File: src/rtl/seg_scan_n_if.sv
// Bundle of the display-scanner data/control signals between a driver and seg_scan_n.
// The slave modport is the scanner itself; the master modport is whatever feeds it.
interface seg_scan_n_if #(
  parameter int NDIG = 4
);
  localparam int SW = 4 + $clog2(NDIG);

  logic              en;
  logic              lzb;
  logic [4*NDIG-1:0] digits;
  logic [NDIG-1:0]   an;
  logic [6:0]        seg;
  logic [SW-1:0]     sum;
  logic              frame;

  modport master (output en, lzb, digits, input an, seg, sum, frame);
  modport slave  (input en, lzb, digits, output an, seg, sum, frame);
endinterface

File: src/rtl/seg_scan_n.sv
// Multiplexed N-digit seven-segment scanner with dead time between slots,
// leading-zero blanking, scan enable and a registered digit sum.
module seg_scan_n #(
  parameter int NDIG = 4,
  parameter int DIV  = 50000,
  parameter int DEAD = 2
) (
  input logic          clk,
  input logic          reset,
  seg_scan_n_if.slave  bus
);
  localparam int SW   = 4 + $clog2(NDIG);
  localparam int IW   = $clog2(NDIG);
  localparam int CMAX = (DIV > DEAD) ? DIV : DEAD;
  localparam int CW   = (CMAX > 1) ? $clog2(CMAX) : 1;

  localparam logic [CW-1:0] DIV_LAST  = CW'(DIV - 1);
  localparam logic [CW-1:0] DEAD_LAST = CW'((DEAD > 0) ? DEAD - 1 : 0);
  localparam logic [IW-1:0] IDX_LAST  = IW'(NDIG - 1);

  typedef enum logic {ST_SCAN, ST_DEAD} state_t;

  state_t          state;
  logic [CW-1:0]   cnt;
  logic [IW-1:0]   idx;
  logic [6:0]      snap;
  logic [NDIG-1:0] an_r;
  logic [6:0]      seg_r;
  logic            frame_r;
  logic [SW-1:0]   sum_r;

  logic [IW-1:0]   next_idx;
  logic [NDIG-1:0] an_cur;
  logic [NDIG-1:0] an_next;
  logic [NDIG-1:0] blank;
  logic            tail;
  logic [3:0]      nib;
  logic            nblank;
  logic [6:0]      slot_code;
  logic [SW-1:0]   total;

  function automatic logic [6:0] seg_code(input logic [3:0] d);
    case (d)
      4'h0: seg_code = 7'h01;
      4'h1: seg_code = 7'h4F;
      4'h2: seg_code = 7'h12;
      4'h3: seg_code = 7'h06;
      4'h4: seg_code = 7'h4C;
      4'h5: seg_code = 7'h24;
      4'h6: seg_code = 7'h20;
      4'h7: seg_code = 7'h0F;
      4'h8: seg_code = 7'h00;
      4'h9: seg_code = 7'h04;
      4'hA: seg_code = 7'h08;
      4'hB: seg_code = 7'h60;
      4'hC: seg_code = 7'h31;
      4'hD: seg_code = 7'h42;
      4'hE: seg_code = 7'h30;
      default: seg_code = 7'h38;
    endcase
  endfunction

  assign next_idx = (idx == IDX_LAST) ? '0 : idx + 1'b1;
  assign an_cur   = NDIG'(1) << idx;
  assign an_next  = NDIG'(1) << next_idx;

  // blank[i] is set when digit i and every more-significant digit are zero
  always_comb begin
    tail  = 1'b1;
    blank = '0;
    for (int unsigned k = 0; k < NDIG; k++) begin
      tail = tail & (bus.digits[4*(NDIG-1-k) +: 4] == 4'h0);
      blank[NDIG-1-k] = tail;
    end
    blank[0] = 1'b0;
  end

  always_comb begin
    nib    = '0;
    nblank = 1'b0;
    for (int unsigned i = 0; i < NDIG; i++) begin
      if (IW'(i) == next_idx) begin
        nib    = bus.digits[4*i +: 4];
        nblank = bus.lzb & blank[i];
      end
    end
    slot_code = nblank ? 7'h7F : seg_code(nib);
  end

  always_comb begin
    total = '0;
    for (int unsigned i = 0; i < NDIG; i++) begin
      total = total + SW'(bus.digits[4*i +: 4]);
    end
  end

  always_ff @(posedge clk) begin
    if (!reset) sum_r <= '0;
    else        sum_r <= total;
  end

  // en low only blanks outputs; state, cnt, idx and snap are held so the slot resumes
  always_ff @(posedge clk) begin
    if (!reset) begin
      state   <= ST_DEAD;
      idx     <= IDX_LAST;
      cnt     <= '0;
      snap    <= '1;
      an_r    <= '0;
      seg_r   <= '1;
      frame_r <= 1'b0;
    end else begin
      frame_r <= 1'b0;
      if (!bus.en) begin
        an_r  <= '0;
        seg_r <= '1;
      end else begin
        case (state)
          ST_SCAN: begin
            an_r  <= an_cur;
            seg_r <= snap;
            if (cnt == DIV_LAST) begin
              cnt <= '0;
              // zero dead time: the next slot starts on the very next edge
              if (DEAD == 0) begin
                idx     <= next_idx;
                snap    <= slot_code;
                an_r    <= an_next;
                seg_r   <= slot_code;
                frame_r <= (next_idx == '0);
              end else begin
                state <= ST_DEAD;
                an_r  <= '0;
                seg_r <= '1;
              end
            end else begin
              cnt <= cnt + 1'b1;
            end
          end
          default: begin
            an_r  <= '0;
            seg_r <= '1;
            if (DEAD == 0 || cnt == DEAD_LAST) begin
              state   <= ST_SCAN;
              cnt     <= '0;
              idx     <= next_idx;
              snap    <= slot_code;
              an_r    <= an_next;
              seg_r   <= slot_code;
              frame_r <= (next_idx == '0);
            end else begin
              cnt <= cnt + 1'b1;
            end
          end
        endcase
      end
    end
  end

  assign bus.an    = an_r;
  assign bus.seg   = seg_r;
  assign bus.frame = frame_r;
  assign bus.sum   = sum_r;
endmodule

File: src/flat_wrapper.sv
// flat-port wrapper written by rule: the top's interface ports become plain ports
module seg_scan_n_flat 
#(
  parameter int NDIG = 4,
  parameter int DIV  = 50000,
  parameter int DEAD = 2
)
  (clk, reset, bus_en, bus_lzb, bus_digits, bus_an, bus_seg, bus_sum, bus_frame);
  seg_scan_n_if #(.NDIG(NDIG)) bus_i ();
  input logic clk;
  input logic reset;
  input wire logic [$bits(bus_i.en)-1:0] bus_en;
  input wire logic [$bits(bus_i.lzb)-1:0] bus_lzb;
  input wire logic [$bits(bus_i.digits)-1:0] bus_digits;
  output wire logic [$bits(bus_i.an)-1:0] bus_an;
  output wire logic [$bits(bus_i.seg)-1:0] bus_seg;
  output wire logic [$bits(bus_i.sum)-1:0] bus_sum;
  output wire logic [$bits(bus_i.frame)-1:0] bus_frame;
  assign bus_i.en = bus_en;
  assign bus_i.lzb = bus_lzb;
  assign bus_i.digits = bus_digits;
  assign bus_an = bus_i.an;
  assign bus_seg = bus_i.seg;
  assign bus_sum = bus_i.sum;
  assign bus_frame = bus_i.frame;
  seg_scan_n #(.NDIG(NDIG), .DIV(DIV), .DEAD(DEAD)) u_core (.clk(clk), .reset(reset), .bus(bus_i));
endmodule
File: config.mk
export PLATFORM = sky130hd
export DESIGN_NAME = seg_scan_n_flat
export DESIGN_NICKNAME = d
export VERILOG_FILES = /design/src/rtl/seg_scan_n_if.sv /design/src/rtl/seg_scan_n.sv /design/src/flat_wrapper.sv
export SDC_FILE = /design/constraint.sdc
export NUM_CORES = 1
export LEC_CHECK = 0
export CAP_MARGIN = 40
export CORE_MARGIN = 4
export CORE_UTILIZATION = 35
export DETAILED_ROUTE_END_ITERATION = 8
export PLACE_DENSITY = 0.53
export RECOVER_POWER = 50
export SLEW_MARGIN = 20
export SYNTH_ARGS = -nofsm -noshare
export SYNTH_HDL_FRONTEND = slang
export SYNTH_SLANG_ARGS = --single-unit
export TNS_END_PERCENT = 20
File: constraint.sdc
create_clock -name clk -period 3.2 [get_ports clk]
set_input_delay 0.64 -clock clk [delete_from_list [all_inputs] [get_ports clk]]
set_output_delay 0.64 -clock clk [all_outputs]
set_load 0.02 [all_outputs]
==> results of run 1 <==
## flip-flops by register name (all words and copies together) (netlist names)
register          flops
u_core.cnt           16
u_core.snap           7
u_core.bus.sum        6
u_core.bus.seg        7
u_core.bus.an         4
u_core.bus.frame      1
u_core.idx            2
u_core.state          1
## cell families after synthesis
| logic type | count (synthesis) |
|---|---|
| AOI/OAI and AO/OA | 54 |
| xor gates and xnor gates | 18 |
| adders and majority gates | 27 |
| buffers and inverters | 35 |
| DFF | 44 |
| muxes | 7 |
| and+or+nand+nor | 91 |
## per-layer routing
layer  GRT usage [%]  wire length (microns)
met1            17.8                   2680
met3            3.30                    243
met4            4.76                     89
met5               0                      0
met2            23.1                   2640
## synthesized netlist by cell type, drive strengths merged (2+ instances only)
| cell | instances |
|---|---|
| nor2 | 23 |
| or3 | 3 |
| o21ai | 8 |
| a211oi | 7 |
| nand2 | 10 |
| nand3b | 8 |
| xor2 | 10 |
| xnor2 | 8 |
| inv | 26 |
| nor3b | 4 |
| mux2i | 6 |
| ha | 21 |
| o21a | 10 |
| nor4 | 3 |
| a21o | 4 |
| nor4b | 2 |
| nand4 | 6 |
| or4 | 2 |
| and2 | 7 |
| dfxtp | 44 |
| clkbuf | 6 |
| buf | 3 |
| o221ai | 4 |
| a22o | 3 |
| nor2b | 4 |
| a21oi | 7 |
| nand3 | 6 |
| nor3 | 7 |
| a221o | 2 |
| o211ai | 2 |
| fa | 6 |
## worst max-delay path, delay by kind of cell
family	cells	cell delay [ps]
buf+inv	3	590
compound gates	2	330
fa+ha+maj	5	1730
simple gates	1	50
## timing repair
item,4_1_cts,5_1_grt
endpoints found under the setup margin,0,3
buffers inserted,0,0
gates resized for setup,0,3
## layout make-up
class / instances / area (sq um)
Tap cell: 96 / 120
Multi-Input combinational cell: 197 / 1540
Clock buffer: 6 / 72.6
Sequential cell: 44 / 881
Timing Repair Buffer: 48 / 445
Clock inverter: 1 / 5.00
Fill cell: 686 / 3780
Inverter: 26 / 97.6
## cells in the final DEF, fill, tap and decap left out, types with 6 or more instances in the layout
cell type        synthesis  final
dfxtp_1                 44     44
inv_1                   26     26
nor2_1                  23     23
ha_1                    21     20
dlygate4sd3_1            0     19
clkdlybuf4s50_1          0     18
xor2_1                  10     10
nand2_1                 10     10
o21a_1                  10     10
buf_4                    0      9
nand3b_1                 8      8
xnor2_1                  8      8
o21ai_0                  7      7
nor3_1                   7      7
and2_1                   7      7
a21oi_1                  7      6
a211oi_1                 6      6
nand3_1                  6      6
nand4_1                  6      6
mux2i_1                  6      6
## per-stage QoR
| stage | area, sq um | worst slack, ps | total power [mW] | utilization (%) |
|---|---|---|---|---|
| global placement | 3090 | -245 | 1.07 | 44.4 |
| detailed placement | 3090 | -289 | 1.07 | 44.4 |
| finish | 3160 | 56.5 | 1.38 | 45.6 |
| global route | 3160 | -23.9 | 1.49 | 45.6 |
| CTS | 3160 | 30.3 | 1.42 | 45.5 |
| floorplan | 2550 | 320 | 0.913 | - |
## worst min-delay path by stage
| stage | startpoint | endpoint | slack [ps] | cells past startpoint |
|---|---|---|---|---|
| 6_report | u_core.snap[1] | u_core.snap[1] | 470 | 1 |
| 5_1_grt | u_core.snap[0] | u_core.snap[0] | 490 | 1 |
| 4_1_cts | u_core.snap[1] | u_core.snap[1] | 470 | 1 |
| 3_5_place_dp | u_core.snap[1] | u_core.snap[1] | 450 | 1 |
| 3_3_place_gp | u_core.snap[2] | u_core.snap[2] | 450 | 1 |
| 2_1_floorplan | u_core.snap[0] | u_core.snap[0] | 440 | 1 |
## power by group
part | leakage, nW | internal, mW | switching, mW
Sequential | 0.358 | 0.586 | 0.0149
Clock | 0.0410 | 0.149 | 0.185
Combinational | 0.894 | 0.212 | 0.237
==> out/metrics.yaml, run 1 <==
worst_setup_path:
  cp.required_ps: 3400
  critPathLaunch: "bus_digits[4]"
  max_stage_delay_ps: 500
  crit_chain: "clkdlybuf4s50_1, ha_2, inv_1, fa_2, fa_1, inv_1, ha_1, fa_1, a21o_1, a21oi_1, nor2b_1"
  r2r_end: "u_core.bus.seg[6]"
  rr_worst_depth: 9
  endpoint_kind: "flop"
  worstSetupPathType: "in -> reg"
  critPathMaxFanout: 2
  endpoint: "u_core.bus.sum[5]"
  reg2reg_from: "u_core.idx[0]"
  crit_path_top_delay_cell: "clkdlybuf4s50_1"
  startpoint_type: "input pin"
  arrival_ps: 3350
  r2r_slack_ps: 750
clocking:
  clk_latency_ps: 300
  clockRootBuffer: "clkbuf_8"
  clkTransAtPathRegs_ps: 90
  cts-htree-levels: 2
  cts_tree: "yes"
  cts_buffers: 5
  ctsHoldBuffers: 0
  clock-sinks: 44
  clockBufferDepth: 2
yosys:
  ys.flop_type: "dfxtp_1"
  syn-num-nets: 323
  synthMuxAreaShare_pct: 2.80
  yosys_register_bits: 44
  syn_inst: 276
  avgSynthCellArea_sq_um: 9.24
  yosysWarnings: 0
  synth_compound_area_share_pct: 15.9
  synth_xor_area_share_pct: 6.18
  yosys.area_share.adder_pct: 15.0
  synth-simple-area-share_pct: 20.2
  yosysSeqAreaShare_pct: 34.5
  synth_top_area_share_pct: 34.5
  synth_edf_count: 0
  syn-cell-area_sq_um: 2550
  synth_top_family_by_area: "simple AND/OR/NAND/NOR gates"
  yosys-top-cells-area: "dfxtp_1, ha_1, fa_1, inv_1, xor2_1"
  synth_cell_types: 49
  synthArstFlopShare_pct: 0
  synth_top_area_cell: "dfxtp_1"
layout:
  fin_nets: 369
  antenna_cells: 0
  final_cell_count_no_fill: 418
  synthToLayoutAreaGrowth_pct: 24.1
  drive_gt1_share_pct: 7.76
route:
  vias_per_cell: 4.95
  wire_per_inst_microns: 13.5
  postRouteAntennaNets: 0
  drt_iter0_markers: 69
  drc: 0
  drtPass1Iterations: 4
  dr_total_vias: 2069
  routed_wl_microns: 5650
floorplanning:
  num_rows: 30
  fp.dieW_microns: 93.4
  core_region_area_sq_um: 6940
  initial_core_util_pct: 36.7
  pin_count: 38
  dieArea_sq_um: 8720
  die_y_microns: 93.4
placement:
  gp_congestion: 0.806
  hpwlAfterDp_microns: 4390
  placed_cells: 411
  port_buffers: 37
timing:
  setup_tns_ps: 0
  rsz0062_at_grt: "true"
  holdWs_ps: 469
  hold_viol: 0
  fin_skew_ps: 14.9
  period_share_pct: 98.2
  relSlewSlack_pct: 61.9
  worst_slew_pin_slew_ps: 571
  setup_viol: 0
  period_needed_ps: 3140
  slew_violations: 0
  fmax_ghz: 0.318
power_and_ir_drop:
  power_density_nw_per_um2: 438
  p_leak_nw: 1.29
  vdd_drop_max_v: 0.000139
global_routing:
  first_global_vias: 1984
  overflow: 0
  grt_first_pass_wirelength_microns: 9690
  grt_start_max_net_pins: 19
  antenna_found_initial: 0
  grt_use_total_pct: 14.0
worst_hold_path:
  hold_path_class: "reg -> reg"
outcome:
  run_status: "completed"
job:
  maxCapViolations: 0
(Power assumes the default switching activity.)
==> inputs of run 2 (changes only) <==
==> constraint.sdc (replaced) <==
create_clock -name clk -period 3.2 [get_ports clk]
set_input_delay 0.64 -clock clk [delete_from_list [all_inputs] [get_ports clk]]
set_output_delay 0.64 -clock clk [all_outputs]
set_load 0.01 [all_outputs]
==> results of run 2 <==
Same layout as run 1 (identical final DEF). Status: completed.
Main changes from that run: total power 1.38 mW -> 1.36 mW
